[src/rtl/vend_fsm_param.sv]
// Coin-accumulating vending controller with a configurable price. Change is paid
// out as one 10c/5c ejector pulse per cycle, largest coin first.
module vend_fsm_param #(
    parameter int PRICE_U = 4,
    parameter int CW      = 7
) (
    input  logic          clk,
    input  logic          rst,
    input  logic [1:0]    coin,
    input  logic          cancel,
    output logic          dispense,
    output logic          chg_10,
    output logic          chg_5,
    output logic          coin_reject,
    output logic          busy,
    output logic [CW-1:0] credit
);

    typedef enum logic [1:0] {
        COLLECT = 2'd0,
        VEND    = 2'd1,
        CHANGE  = 2'd2
    } state_t;

    localparam logic [CW-1:0] PRICE = CW'(PRICE_U);

    state_t        state_q, state_d;
    logic [CW-1:0] credit_q, credit_d;
    logic [CW-1:0] chg_q, chg_d;
    logic [CW-1:0] v, sum;
    logic          reject_d;
    logic          dispense_q, chg_10_q, chg_5_q, coin_reject_q, busy_q;

    always_comb begin
        case (coin)
            2'b01:   v = CW'(1);
            2'b10:   v = CW'(2);
            2'b11:   v = CW'(5);
            default: v = '0;
        endcase
        sum      = credit_q + v;
        state_d  = state_q;
        credit_d = credit_q;
        chg_d    = chg_q;
        reject_d = (state_q != COLLECT) && (coin != 2'b00);

        case (state_q)
            COLLECT: begin
                // Cancel wins over vending; a coin arriving with it is refunded too.
                if (cancel) begin
                    if (sum != '0) begin
                        chg_d    = sum;
                        credit_d = '0;
                        state_d  = CHANGE;
                    end
                end else if (sum >= PRICE) begin
                    chg_d    = sum - PRICE;
                    credit_d = '0;
                    state_d  = VEND;
                end else begin
                    credit_d = sum;
                end
            end
            VEND: begin
                state_d = (chg_q != '0) ? CHANGE : COLLECT;
            end
            CHANGE: begin
                if (chg_q >= CW'(2)) begin
                    chg_d = chg_q - CW'(2);
                end else if (chg_q != '0) begin
                    chg_d = chg_q - CW'(1);
                end
                state_d = (chg_d == '0) ? COLLECT : CHANGE;
            end
            default: begin
                state_d = COLLECT;
            end
        endcase
    end

    // Outputs are registered from the next state, so each CHANGE cycle shows the
    // pulse for the amount still pending in chg_q during that cycle.
    always_ff @(posedge clk or posedge rst) begin
        if (rst) begin
            state_q       <= COLLECT;
            credit_q      <= '0;
            chg_q         <= '0;
            dispense_q    <= 1'b0;
            chg_10_q      <= 1'b0;
            chg_5_q       <= 1'b0;
            coin_reject_q <= 1'b0;
            busy_q        <= 1'b0;
        end else begin
            state_q       <= state_d;
            credit_q      <= credit_d;
            chg_q         <= chg_d;
            dispense_q    <= (state_d == VEND);
            chg_10_q      <= (state_d == CHANGE) && (chg_d >= CW'(2));
            chg_5_q       <= (state_d == CHANGE) && (chg_d == CW'(1));
            coin_reject_q <= reject_d;
            busy_q        <= (state_d != COLLECT);
        end
    end

    assign dispense    = dispense_q;
    assign chg_10      = chg_10_q;
    assign chg_5       = chg_5_q;
    assign coin_reject = coin_reject_q;
    assign busy        = busy_q;
    assign credit      = credit_q;

endmodule

[config.mk]
export PLATFORM = sky130hd
export DESIGN_NAME = vend_fsm_param
export DESIGN_NICKNAME = d
export VERILOG_FILES = /design/src/rtl/vend_fsm_param.sv
export SDC_FILE = /design/constraint.sdc
export NUM_CORES = 1
export LEC_CHECK = 0
export BUFFER_PORTS_ARGS = -buffer_cell sky130_fd_sc_hd__buf_2
export CORE_MARGIN = 1.5
export CORE_UTILIZATION = 60
export CTS_BUF_LIST = sky130_fd_sc_hd__clkbuf_16
export DETAILED_ROUTE_END_ITERATION = 8
export PLACE_DENSITY_LB_ADDON = 0.1
export SYNTH_ARGS = -nofsm -noshare
export SYNTH_HDL_FRONTEND = slang
export SYNTH_SLANG_ARGS = --single-unit
export TNS_END_PERCENT = 20
[constraint.sdc]
create_clock -name clk -period 5.9 [get_ports clk]
set_clock_uncertainty 0.05 [all_clocks]
set_input_delay 0.59 -clock clk [delete_from_list [all_inputs] [get_ports clk]]
set_output_delay 0.59 -clock clk [all_outputs]
set_load 0.01 [all_outputs]
Word-level counts from Yosys, hierarchy flattened
Index checks and enable logic that the tools add are counted.
{"block": "op_classes", "n_addsub": 4, "order_cmp": 3, "n_eq_ne": 9, "n_mux": 17, "reduce_logical": 11}
{"op": "$mux W7", "count": 9}
{"op": "$ge A7 B2 Y1 const B", "count": 2}
{"op": "$pmux W7 S2", "count": 1}
{"op": "$reduce_bool A7 Y1", "count": 2}
{"op": "$mux W2", "count": 5}
{"op": "$pmux W3 S3", "count": 1}
{"op": "$eq A2 B2 Y1 const B", "count": 4}
{"op": "$add A7 B7 Y7", "count": 1}
{"op": "$eq A7 B1 Y1 const B", "count": 1}
{"op": "$ge A7 B3 Y1 const B", "count": 1}
{"op": "$logic_not A7 Y1", "count": 1}
{"op": "$sub A7 B1 Y7 const B", "count": 1}
{"op": "$sub A7 B2 Y7 const B", "count": 1}
{"op": "$sub A7 B3 Y7 const B", "count": 1}
{"op": "$eq A2 B1 Y1 const B", "count": 3}
{"op": "$pmux W2 S3", "count": 1}
{"op": "$reduce_bool A2 Y1", "count": 3}
{"op": "$logic_and A1 B1 Y1", "count": 3}
{"op": "$logic_not A2 Y1", "count": 1}
{"op": "$ne A2 B1 Y1 const B", "count": 1}
{"op": "$reduce_and A2 Y1", "count": 1}
{"block": "totals", "regBits": 21, "in_bits": 5, "output_inout_bits": 12}

Logic depth before layout (Yosys ltp)
Gate-level depths: netlist of run 1.
{"block": "logic_depth", "depth_word": 9, "ltp_mapped": 15, "depth_no_buf": 14}

Worst setup path after synthesis of run 1
OpenSTA, ideal clock, no wires.
{"block": "synth_timing", "path_type": "input to register", "start": "input port coin[0]", "end": "register chg_10_q (netlist: chg_10)", "arrival_time_ps": 3283, "t_required_ps": 5731, "slack_ps": 2448, "path_stages": 15, "cell_sequence": "nand2b_1 inv_1 ha_1 a21o_1 a21o_1 buf_2 xnor2_1 ha_1 inv_1 a2111oi_0 nor3_1 nor3_1 o31ai_1 or4_1 and2_1"}
{"block": "synth_between", "elab_chain_cells": 9, "word_cells_on_any_way": 19, "cone_classes": "add/sub: 2; order compare: 2; eq/ne: 4; mux: 9; reduce/logical: 2"}
{"item": "from (decl)", "line": "9", "rtl": "input logic [1:0] coin,"}
{"item": "$eq A2 B2 Y1 / $eq A2 B1 Y1 (equally long branches)", "line": "35", "rtl": "case (coin)"}
{"item": "$pmux W3 S3 *", "line": "35"}
{"item": "$add A7 B7 Y7 *", "line": "41", "rtl": "sum = credit_q + v;"}
{"item": "$sub A7 B3 Y7 (tied with other cells)", "line": "57", "rtl": "chg_d = sum - PRICE;"}
{"item": "$mux W7, on equally long branches", "line": "56, 51"}
{"item": "$mux W7 *", "line": "50", "rtl": "if (cancel) begin"}
{"item": "$pmux W7 S2 *", "line": "47", "rtl": "case (state_q)"}
{"item": "net chg_d[6]", "line": "29", "rtl": "logic [CW-1:0] chg_q, chg_d;"}
{"item": "$ge A7 B2 Y1 *", "line": "98", "rtl": "chg_10_q <= (state_d == CHANGE) && (chg_d >= CW'(2));"}
{"item": "$logic_and A1 B1 Y1 *", "line": "98"}
{"item": "to (signal assigned)", "line": "98"}
{"item": "to (decl)", "line": "32", "rtl": "logic dispense_q, chg_10_q, chg_5_q, coin_reject_q, busy_q;"}
The timed path passes the listed nets; every way through them passes the cells marked *.
A chain may end at the register's enable or synchronous reset.

Worst setup path after layout of run 1
{"block": "layout_timing", "start": "input port coin[0]", "end": "register chg_10_q (netlist: chg_10)"}
{"block": "layout_between", "elab_chain_cells": 9, "word_cells_on_any_way": 19, "cone_classes": "add/sub: 2; order compare: 2; eq/ne: 4; mux: 9; reduce/logical: 2"}
{"item": "$eq A2 B2 Y1 / $eq A2 B1 Y1 (equally long branches)", "line": "35"}
{"item": "$pmux W3 S3 *", "line": "35"}
{"item": "$add A7 B7 Y7 *", "line": "41"}
{"item": "$sub A7 B3 Y7 (tied with other cells)", "line": "57"}
{"item": "$mux W7 (tied with other cells)", "line": "56", "rtl": "end else if (sum >= PRICE) begin"}
{"item": "$mux W7 / $mux W2 (equally long branches)", "line": "50"}
{"item": "$pmux W7 S2 / $pmux W2 S3 (equally long branches)", "line": "47"}
{"item": "$ge A7 B2 Y1 / $eq A2 B2 Y1 (equally long branches)", "line": "98"}
{"item": "$logic_and A1 B1 Y1 *", "line": "98"}
Every way passes the cells marked *; elsewhere a longest branch is shown, timed or not.

==> flow_summary.ini, run 1 <==
[outcome]
status = finished, final reports clean

[grt]
antenna_found_initial = 0
grt_max_degree = 22
overflow = 0
grtUsageTotal = 0.281
grt_pass1_vias = 1538
grt_pass1_wl_microns = 7580

[floorplan]
core.rowCount = 20
start_util = 0.624
die_area_sq_um = 3490
die_w_microns = 59.1
io_pins = 17
coreArea_sq_um = 3030
die_h_microns = 59.1

[sta]
tightestPinTransition_ps = 766
relSlewSlack = 0.485
hold_viol = 0
rsz0062_at_grt = false
period_share = 0.646
slew_viol_final = 0
setup_viol = 0
fin_tns_setup_ps = 0
final.min_clock_period_ps = 3810
max_freq_mhz = 262

[synthesis]
synth-edff-count = 0
yosysTopAreaCell = dfrtp_1
synthesis.nets = 239
synthCells = 225
yosysWarningCount = 0
yosysSeqAreaShare = 0.278
synth.distinct_cells = 64
mappedNetlistArea_sq_um = 1890
ys_seq_elements = 21
yosysTopAreaCellShare = 0.278
synth.avg_cell_area_sq_um = 8.39
ys.flop_type = dfrtp_1
async_flop_share = 1.00
synth.area.top_cells = dfrtp_1 (28%), ha_1 (5.3%), nor3_1 (3.7%), inv_1 (3.0%), and2_1 (2.7%)

[place]
hpwl_microns = 3460
port_buffers = 16
gp_congestion = 0.969

[clock_network]
cts_max_path_buffers = 2
cts_htree_levels = 1
cts_hold_buf = 0
cts_sinks = 21
cts-root-buf = clkbuf_16
cts.clk_slew.worst_paths_ps = 60
cts_tree = built
post_cts_resized = 0
cts_buffers = 3
clk_latency_ps = 250
postCtsSetupBuffers = 0

[power]
combPwrFrac = 0.528
p_leak_nw = 0.864
powerDensity_nw_per_um2 = 421
swShare = 0.456
p_sw_mw = 0.385
worst_ir_drop_vdd_mv = 0.224
seq_power_share = 0.305
clkPwrFrac = 0.166
p_int_mw = 0.460

[setup_path]
crit_slowest_cell = a22oi_2
cp.arrival_ps = 3900
path_cells = buf_2 -> nand2b_1 -> fa_1 -> xnor2_2 -> nor4_4 -> a22oi_2 -> o211ai_1 -> a221o_1 -> a211o_1 -> or4_1 -> and2_1
worst_setup_path_end_kind = flop
crit_type = input port to flop
required_ps = 5990
crit_fanout = 13
crit_path_start_kind = input port
cpPeakStageDelay_ps = 550
crit_buf_inv = 1
rrSetupSlack_ps = 2160
critPathTopFamily = compound AO/OA/AOI/OAI gates

[detailed_routing]
firstDrtPassIters = 5
vias = 1784
drc = 0
wire_per_inst_microns = 17.3
wl_microns = 4700
ant_nets = 0
drtIter0Drc = 113
vias_per_cell = 6.56

[final_layout]
drive_above_1_share = 0.154
ff_latch_area_sq_um = 526
fillCellCount = 260
layout_commonest_cell = dfrtp_1
final_util = 0.663
fin_nets = 243
multiInputGateArea_sq_um = 1210
final_cell_mix = dfrtp_1 (21), buf_2 (16), inv_1 (15), nor3_1 (14), nor2_1 (11)
diodes = 0
areaGrowthSynthToFinish_pct = 6.36

[run]
drv_cap = 0

[hold_path]
hold_path_class = input port to async pin
## layer usage
layer	global-route usage	part of all wire	up-vias
li1	-	-	840
met1	0.440	0.48	848
met2	0.410	0.44	94
met3	0.0371	0.077	2
met4	0.0552	0.0021	0
met5	0	0	-
## final timing paths
| kind | from | endpoint | cells after the start |
|---|---|---|---|
| max reg2reg | credit[0] | chg_10 | 11 |
| max | coin[0] | chg_10 | 11 |
| min | rst | chg_q[3] | 2 |
| max in group asynchronous | rst | credit[0] | 2 |
| min reg2reg | credit[0] | credit[0] | 1 |
| min in group clk | credit[0] | credit[0] | 1 |
## metrics by stage
step / setup slack, ps / hold slack (ps) / instance area, sq um / std cells / total power [mW]
after detailed placement: 1890 / 467 / 1930 / 268 / 0.689
after global routing: 1940 / 486 / 2010 / 272 / 0.910
final: 2090 / 407 / 2010 / 272 / 0.846
after CTS: 2120 / 432 / 2010 / 272 / 0.829
after global placement: 1910 / 458 / 1930 / 268 / 0.683
after floorplan: 2450 / 499 / 1890 / 225 / 0.586
## power by group through the flow
stage	Sequential, mW	Clock, mW	Combinational (mW)
after global routing	0.267	0.148	0.495
final	0.258	0.141	0.447
after global placement	0.255	0	0.427
after detailed placement	0.254	0	0.435
after floorplan	0.224	0	0.362
after CTS	0.254	0.140	0.435
## sequential cells by signal, indices dropped and copies added (netlist names)
register	flops
chg_5	1
busy	1
credit	7
state_q	2
chg_q	7
dispense	1
chg_10	1
coin_reject	1
## worst reg2reg max path, delay by kind of cell (launching register included)
| family | cells | cell delay (ps) |
|---|---|---|
| AO/OA/AOI/OAI | 4 | 1420 |
| XOR/XNOR | 1 | 390 |
| adder cells (fa/ha/maj) | 2 | 640 |
| buffers and inverters | 1 | 60 |
| flip-flops | 1 | 370 |
| AND/OR/NAND/NOR | 3 | 690 |
## final cells by class
type | count | share of cell area
multi-input combinational | 172 | 0.603
sequential | 21 | 0.262
timing repair buffer | 16 | 0.0399
clock buffer | 3 | 0.0374
inverter | 15 | 0.0280
tap | 44 | 0.0274
clock inverter | 1 | 0.00249
## cell families (layout without fill, tap and decap cells)
| family | after synthesis | after routing | synth area share |
|---|---|---|---|
| fa+ha+maj | 9 | 9 | 0.0636 |
| compound gates | 61 | 61 | 0.235 |
| simple gates | 94 | 94 | 0.300 |
| xor+xnor | 6 | 6 | 0.0318 |
| flops | 21 | 21 | 0.278 |
| mux | 2 | 2 | 0.0113 |
| buf+inv | 32 | 35 | 0.0802 |
## cells in the mapped netlist, drive strengths merged, types with 2 or more instances
library cell / count
dfrtp: 21
inv: 15
nor3: 14
o21ai: 12
nor2: 11
nand2: 10
a21oi: 9
clkbuf: 9
and2: 8
buf: 8
ha: 8
nand3: 8
nand2b: 6
nand4: 5
nor2b: 5
or2: 5
or4: 5
xnor2: 5
and3: 4
nor4: 4
o211ai: 4
a211o: 3
a22o: 3
a31oi: 3
o22ai: 3
o31ai: 3
or3: 3
a2111oi: 2
a211oi: 2
a21o: 2
a22oi: 2
nand3b: 2
o32ai: 2
No activity file was read; power rests on OpenSTA's default activity.
==> run 2: changes to the inputs <==
--- a/config.mk
+++ b/config.mk
@@ -7,7 +7,7 @@
 export LEC_CHECK = 0
 export BUFFER_PORTS_ARGS = -buffer_cell sky130_fd_sc_hd__buf_2
 export CORE_MARGIN = 1.5
-export CORE_UTILIZATION = 60
+export CORE_UTILIZATION = 54
 export CTS_BUF_LIST = sky130_fd_sc_hd__clkbuf_16
 export DETAILED_ROUTE_END_ITERATION = 8
 export PLACE_DENSITY_LB_ADDON = 0.1
==> constraint.sdc (replaced) <==
create_clock -name clk -period 3.4 [get_ports clk]
set_clock_uncertainty 0.05 [all_clocks]
set_input_delay 0.34 -clock clk [delete_from_list [all_inputs] [get_ports clk]]
set_output_delay 0.34 -clock clk [all_outputs]
set_load 0.01 [all_outputs]
==> run 2 against run 1 <==
Against the previous run:
- non-clock buffer count is 19 higher
- sequential cell count stayed put
- via count is 4.1% higher
- wire length is 8.8% higher
- critical endpoint is now chg_5
- first-iteration DRC count is 28% higher
- power is 80% higher
- die area is 11% higher
- sequential share of layout area is 2.4 points lower
- combinational power is 88% higher
- register-to-register slack worse by 2000 ps
- setup slack worse by 1900 ps
- utilization is 0.18 points lower
==> flow_summary.ini, run 2 (synthesized netlist as in run 1, its figures left out) <==
[setup_path]
crit_fanout = 5
path_cells = ha_1 -> inv_1 -> fa_2 -> buf_4 -> and2b_1 -> nand2_1 -> a21oi_4 -> or2_2 -> o2111ai_1 -> a311o_1 -> or4_1 -> and3b_1
cp.arrival_ps = 3370
required_ps = 3540
crit_slowest_cell = or4_1
cpPeakStageDelay_ps = 550
crit_type = flop to flop
worst_setup_path_end_kind = flop
crit_path_start_kind = flop

[clock_network]
clk_latency_ps = 250
cts.clk_slew.worst_paths_ps = 50
cts_sinks = 21
cts_hold_buf = 0
cts_max_path_buffers = 2
cts_buffers = 3
cts_tree = built
cts-root-buf = clkbuf_16
cts_htree_levels = 1

[hold_path]
hold_path_class = input port to async pin

[sta]
period_share = 0.949
max_freq_mhz = 310
hold_viol = 0
tightestPinTransition_ps = 769
relSlewSlack = 0.487
final.min_clock_period_ps = 3230
setup_slack_ps = 172
slew_viol_final = 0
hold_slack_ps = 172
setup_viol = 0

[grt]
grtUsageTotal = 0.272
overflow = 0
grt_pass1_wl_microns = 8380
grt_pass1_vias = 1741
grt_max_degree = 22
antenna_found_initial = 0

[detailed_routing]
wl_microns = 5110
vias = 1858
wire_per_inst_microns = 17.5
ant_nets = 0
drc = 0
drtIter0Drc = 145
firstDrtPassIters = 5
vias_per_cell = 6.34

[final_layout]
fillCellCount = 294
areaGrowthSynthToFinish_pct = 16.9
layout_commonest_cell = dfrtp_1
final_cell_mix = dfrtp_1 (21), buf_4 (19), buf_2 (16), inv_1 (15), nor3_1 (12)
diodes = 0
drive_above_1_share = 0.247
fin_nets = 262

[power]
p_leak_nw = 0.968
powerDensity_nw_per_um2 = 691
power_mw = 1.53
worst_ir_drop_vdd_mv = 0.411

[floorplan]
die_h_microns = 62.1
die_area_sq_um = 3860
io_pins = 17
die_w_microns = 62.1
start_util = 0.566
core.rowCount = 21
coreArea_sq_um = 3340

[run]
drv_cap = 0

[place]
port_buffers = 16
gp_congestion = 0.890
post-place-ws_ps = -129
hpwl_microns = 3790

[outcome]
status = finished, final reports clean
-- run 2: cell types whose count changed in the layout (fill, tap and decap cells not counted), sizes merged --
| cell | delta |
|---|---|
| buf | +19 |
-- run 2: final cells by class --
type / count / area, sq um / area share
clock buffers: 3 / 75.1 / 0.0340
clock inverters: 1 / 5.00 / 0.00227
multi-input cells: 172 / 1260 / 0.573
repair buffers: 35 / 223 / 0.101
well taps: 46 / 57.6 / 0.0261
inverters: 15 / 56.3 / 0.0255
flip-flops and latches: 21 / 526 / 0.238
-- run 2: worst paths after layout --
path,start,end,slack [ps],depth (start not counted)
setup reg to reg,credit[0],chg_5,170,12
min in group clk,coin[1],coin_reject,330,3
hold reg to reg,credit[2],credit[2],480,1
setup / recovery,credit[0],chg_5,170,12
hold / removal,rst,state_q[1],170,2
max in group asynchronous,rst,credit[3],2650,2
-- run 2: stage by stage --
stage	cells	area [sq um]	utilization	setup TNS (ps)
2_1_floorplan	225	1890	-	0
3_3_place_gp	287	2060	0.617	-44.1
3_5_place_dp	287	2060	0.617	-258
4_1_cts	291	2140	0.642	0
5_1_grt	293	2210	0.661	-6.67
6_report	293	2210	0.661	0
-- run 2: routing by layer --
metal	share of wire	wire length, microns	global-route usage
met1	0.41	2090	0.324
met2	0.50	2580	0.474
met3	0.050	255	0.0435
met4	0.037	190	0.142
met5	0	0	0
-- run 2: report_power, final --
part           switching (mW)  total (mW)  internal, mW  leakage, nW
logic                   0.471       0.840         0.369        0.667
registers               0.120       0.443         0.323        0.261
clock network          0.0848       0.243         0.158       0.0409
-- run 2: critical path, delay by kind of cell (launching register included) --
kind | cells | cell delay, ps
AND/OR/NAND/NOR | 5 | 1210
adder cells (fa/ha/maj) | 2 | 560
flip-flops | 1 | 370
AO/OA/AOI/OAI | 3 | 760
buffers and inverters | 2 | 220
-- run 2: what timing repair did --
item                                    4_1_cts  5_1_grt
setup buffers                                 0        2
pin swaps                                     0        4
endpoints found under the setup margin        2        2
gates resized for setup                       2        9
hold endpoints to repair                      0        0
==> run 3: changes to the inputs <==
--- a/config.mk
+++ b/config.mk
@@ -5,6 +5,7 @@
 export SDC_FILE = /design/constraint.sdc
 export NUM_CORES = 1
 export LEC_CHECK = 0
+export ABC_AREA = 1
 export BUFFER_PORTS_ARGS = -buffer_cell sky130_fd_sc_hd__buf_2
 export CORE_MARGIN = 1.5
 export CORE_UTILIZATION = 54
==> run 3 against run 2 <==
Against the previous run:
- synthesized cell count rose by 15%
- wire length is 22% lower
- setup slack improved by 570 ps
- global-route usage decreased by 3.2 points
- fmax grew 21%
- power rose by 8.9%
- critical path depth increased by 5
- via count down 12%
- hold slack about the same
- critical endpoint is now chg_10
- largest cell class unchanged
==> flow_summary.ini, run 3 <==
[detailed_routing]
vias_per_cell = 5.11
ant_nets = 0
highest_layer = met4
firstDrtPassIters = 4
wire_per_inst_microns = 12.4
wl_met2_microns = 1670
wl_met3_microns = 169
drc = 0
drtIter0Drc = 84
wl_microns = 3970
met1_length_microns = 2070
vias = 1641

[clock_network]
cts_sinks = 21
postCtsSetupBuffers = 0
cts_htree_levels = 1
cts.clk_slew.worst_paths_ps = 60
cts_buffers = 3
post_cts_resized = 0
cts_tree = built
clk_latency_ps = 260
cts-root-buf = clkbuf_16
cts_hold_buf = 0
cts_max_path_buffers = 2

[floorplan]
start_util = 0.581
core.rowCount = 20
die_area_sq_um = 3690
io_pins = 17
coreArea_sq_um = 3100
die_w_microns = 60.8
die_h_microns = 60.8

[sta]
max_freq_mhz = 376
final.min_clock_period_ps = 2660
hold_viol = 0
rsz0062_at_grt = false
setup_viol = 0
relSlewSlack = 0.477
period_share = 0.782
fin_tns_setup_ps = 0
tightestPinTransition_ps = 783
slew_viol_final = 0

[grt]
grt_pass1_vias = 1467
grtUsageTotal = 0.240
grt_pass1_wl_microns = 6590
overflow = 0
grt_max_degree = 22
antenna_found_initial = 0

[final_layout]
final_cell_mix = nand2_1 (50), inv_1 (40), nor2_1 (34), nand3_1 (29), dfrtp_1 (21)
fillCellCount = 290
final_util = 0.650
areaGrowthSynthToFinish_pct = 11.9
layout_commonest_cell = nand2_1
fin_nets = 292
diodes = 0
drive_above_1_share = 0.206

[synthesis]
synth-xor-area-share = 0.0340
yosysTopAreaCell = dfrtp_1
synthMuxAreaShare = 0
synth_top_family_by_area = simple AND/OR/NAND/NOR gates
synth_common_cells = nand2_1 (50), inv_1 (40), nor2_1 (34)
ys_seq_elements = 21
synth-adder-area-share = 0.0667
async_flop_share = 1.00
synth.area.top_cells = dfrtp_1 (29%), nand2_1 (10%), inv_1 (8.3%), nand3_1 (8.1%), nor2_1 (7.1%)
yosysSeqAreaShare = 0.292
synth_compound_area_frac = 0.0979
synthesis.nets = 272
synth.avg_cell_area_sq_um = 6.98
synth_most_common_cell = nand2_1
synth_simple_gate_area_frac = 0.405
ys.flop_type = dfrtp_1
synthCells = 258
mappedNetlistArea_sq_um = 1800
synth-edff-count = 0
yosysWarningCount = 0
synth.distinct_cells = 34
yosysTopAreaCellShare = 0.292

[setup_path]
crit_path_start = credit[2]
required_ps = 3500
crit_slowest_cell = dfrtp_1
crit_type = flop to flop
critPathTopFamily = simple AND/OR/NAND/NOR gates
worst_setup_path_end_kind = flop
cpPeakStageDelay_ps = 390
r2r-start = credit[2]
cp.arrival_ps = 2760
crit_buf_inv = 1
path_cells = ha_1 -> nand3_1 -> nand3_2 -> nand2_1 -> nand2_1 -> inv_1 -> ha_1 -> a21boi_1 -> nand3_1 -> nand2_1 -> nand3_1 -> nand2_1 -> nor2_1 -> nor2_1 -> nand3_1 -> nor2_1 -> nor2_1
crit_fanout = 6
crit_path_start_kind = flop

[place]
port_buffers = 16
gp_congestion = 0.867
hpwl_microns = 3120

[power]
p_leak_nw = 1.10
power_mw = 1.66
worst_ir_drop_vdd_mv = 0.582
powerDensity_nw_per_um2 = 824

[run]
drv_cap = 0

[hold_path]
hold_path_class = input port to async pin

[outcome]
status = finished, final reports clean
## run 3: changes by cell type in the layout (fill, tap and decap cells not counted), sizes merged, moves of 5 or more
cell,delta
nand2,+49
inv,+32
nor2,+30
nand3,+28
buf,-18
nor3,-14
a21oi,-7
and2,-7
nand2b,-6
nor2b,-5
or4,-5
## run 3: cell families after synthesis
family | count (synthesis)
buffers and inverters | 50
flip-flops | 21
AO/OA/AOI/OAI | 25
AND/OR/NAND/NOR | 146
adder cells (fa/ha/maj) | 9
XOR/XNOR | 7
## run 3: cell type report
cell class                      count  area [sq um]  share of cell area
Clock buffer                        3          75.1              0.0372
Clock inverter                      1          5.00             0.00248
Inverter                           48           181              0.0900
Multi-Input combinational cell    187          1090               0.539
Sequential cell                    21           526               0.261
Tap cell                           44          55.1              0.0273
Timing Repair Buffer               17          87.6              0.0434
## run 3: per-stage QoR
step	hold WS, ps	cell area [sq um]	cells	worst slack [ps]
after detailed placement	458	1940	317	608
after global routing	270	2020	321	473
after floorplan	267	1800	258	1050
final	172	2020	321	741
after CTS	206	2020	321	773
after global placement	455	1940	317	619
## run 3: path summary, 6_finish.rpt
check / cells past startpoint / slack, ps / end
worst max-delay path: 17 / 740 / chg_10
worst min-delay path: 2 / 170 / credit[1]
worst max register to register: 17 / 740 / chg_10
worst min register to register: 2 / 470 / credit[2]
max in group asynchronous: 2 / 2640 / credit[5]
min in group clk: 3 / 290 / coin_reject
## run 3: routing by layer
layer  global-route usage  up-vias
met3               0.0362        7
met5                    0        -
met2                0.343       37
met1                0.371      738
met4               0.0714        0
li1                     -      859
## run 3: power by group
part           internal [mW]  switching [mW]  leakage (nW)
Clock                  0.158          0.0948        0.0409
Combinational          0.369           0.635         0.787
Sequential             0.331          0.0742         0.268
Total                  0.858           0.804          1.10
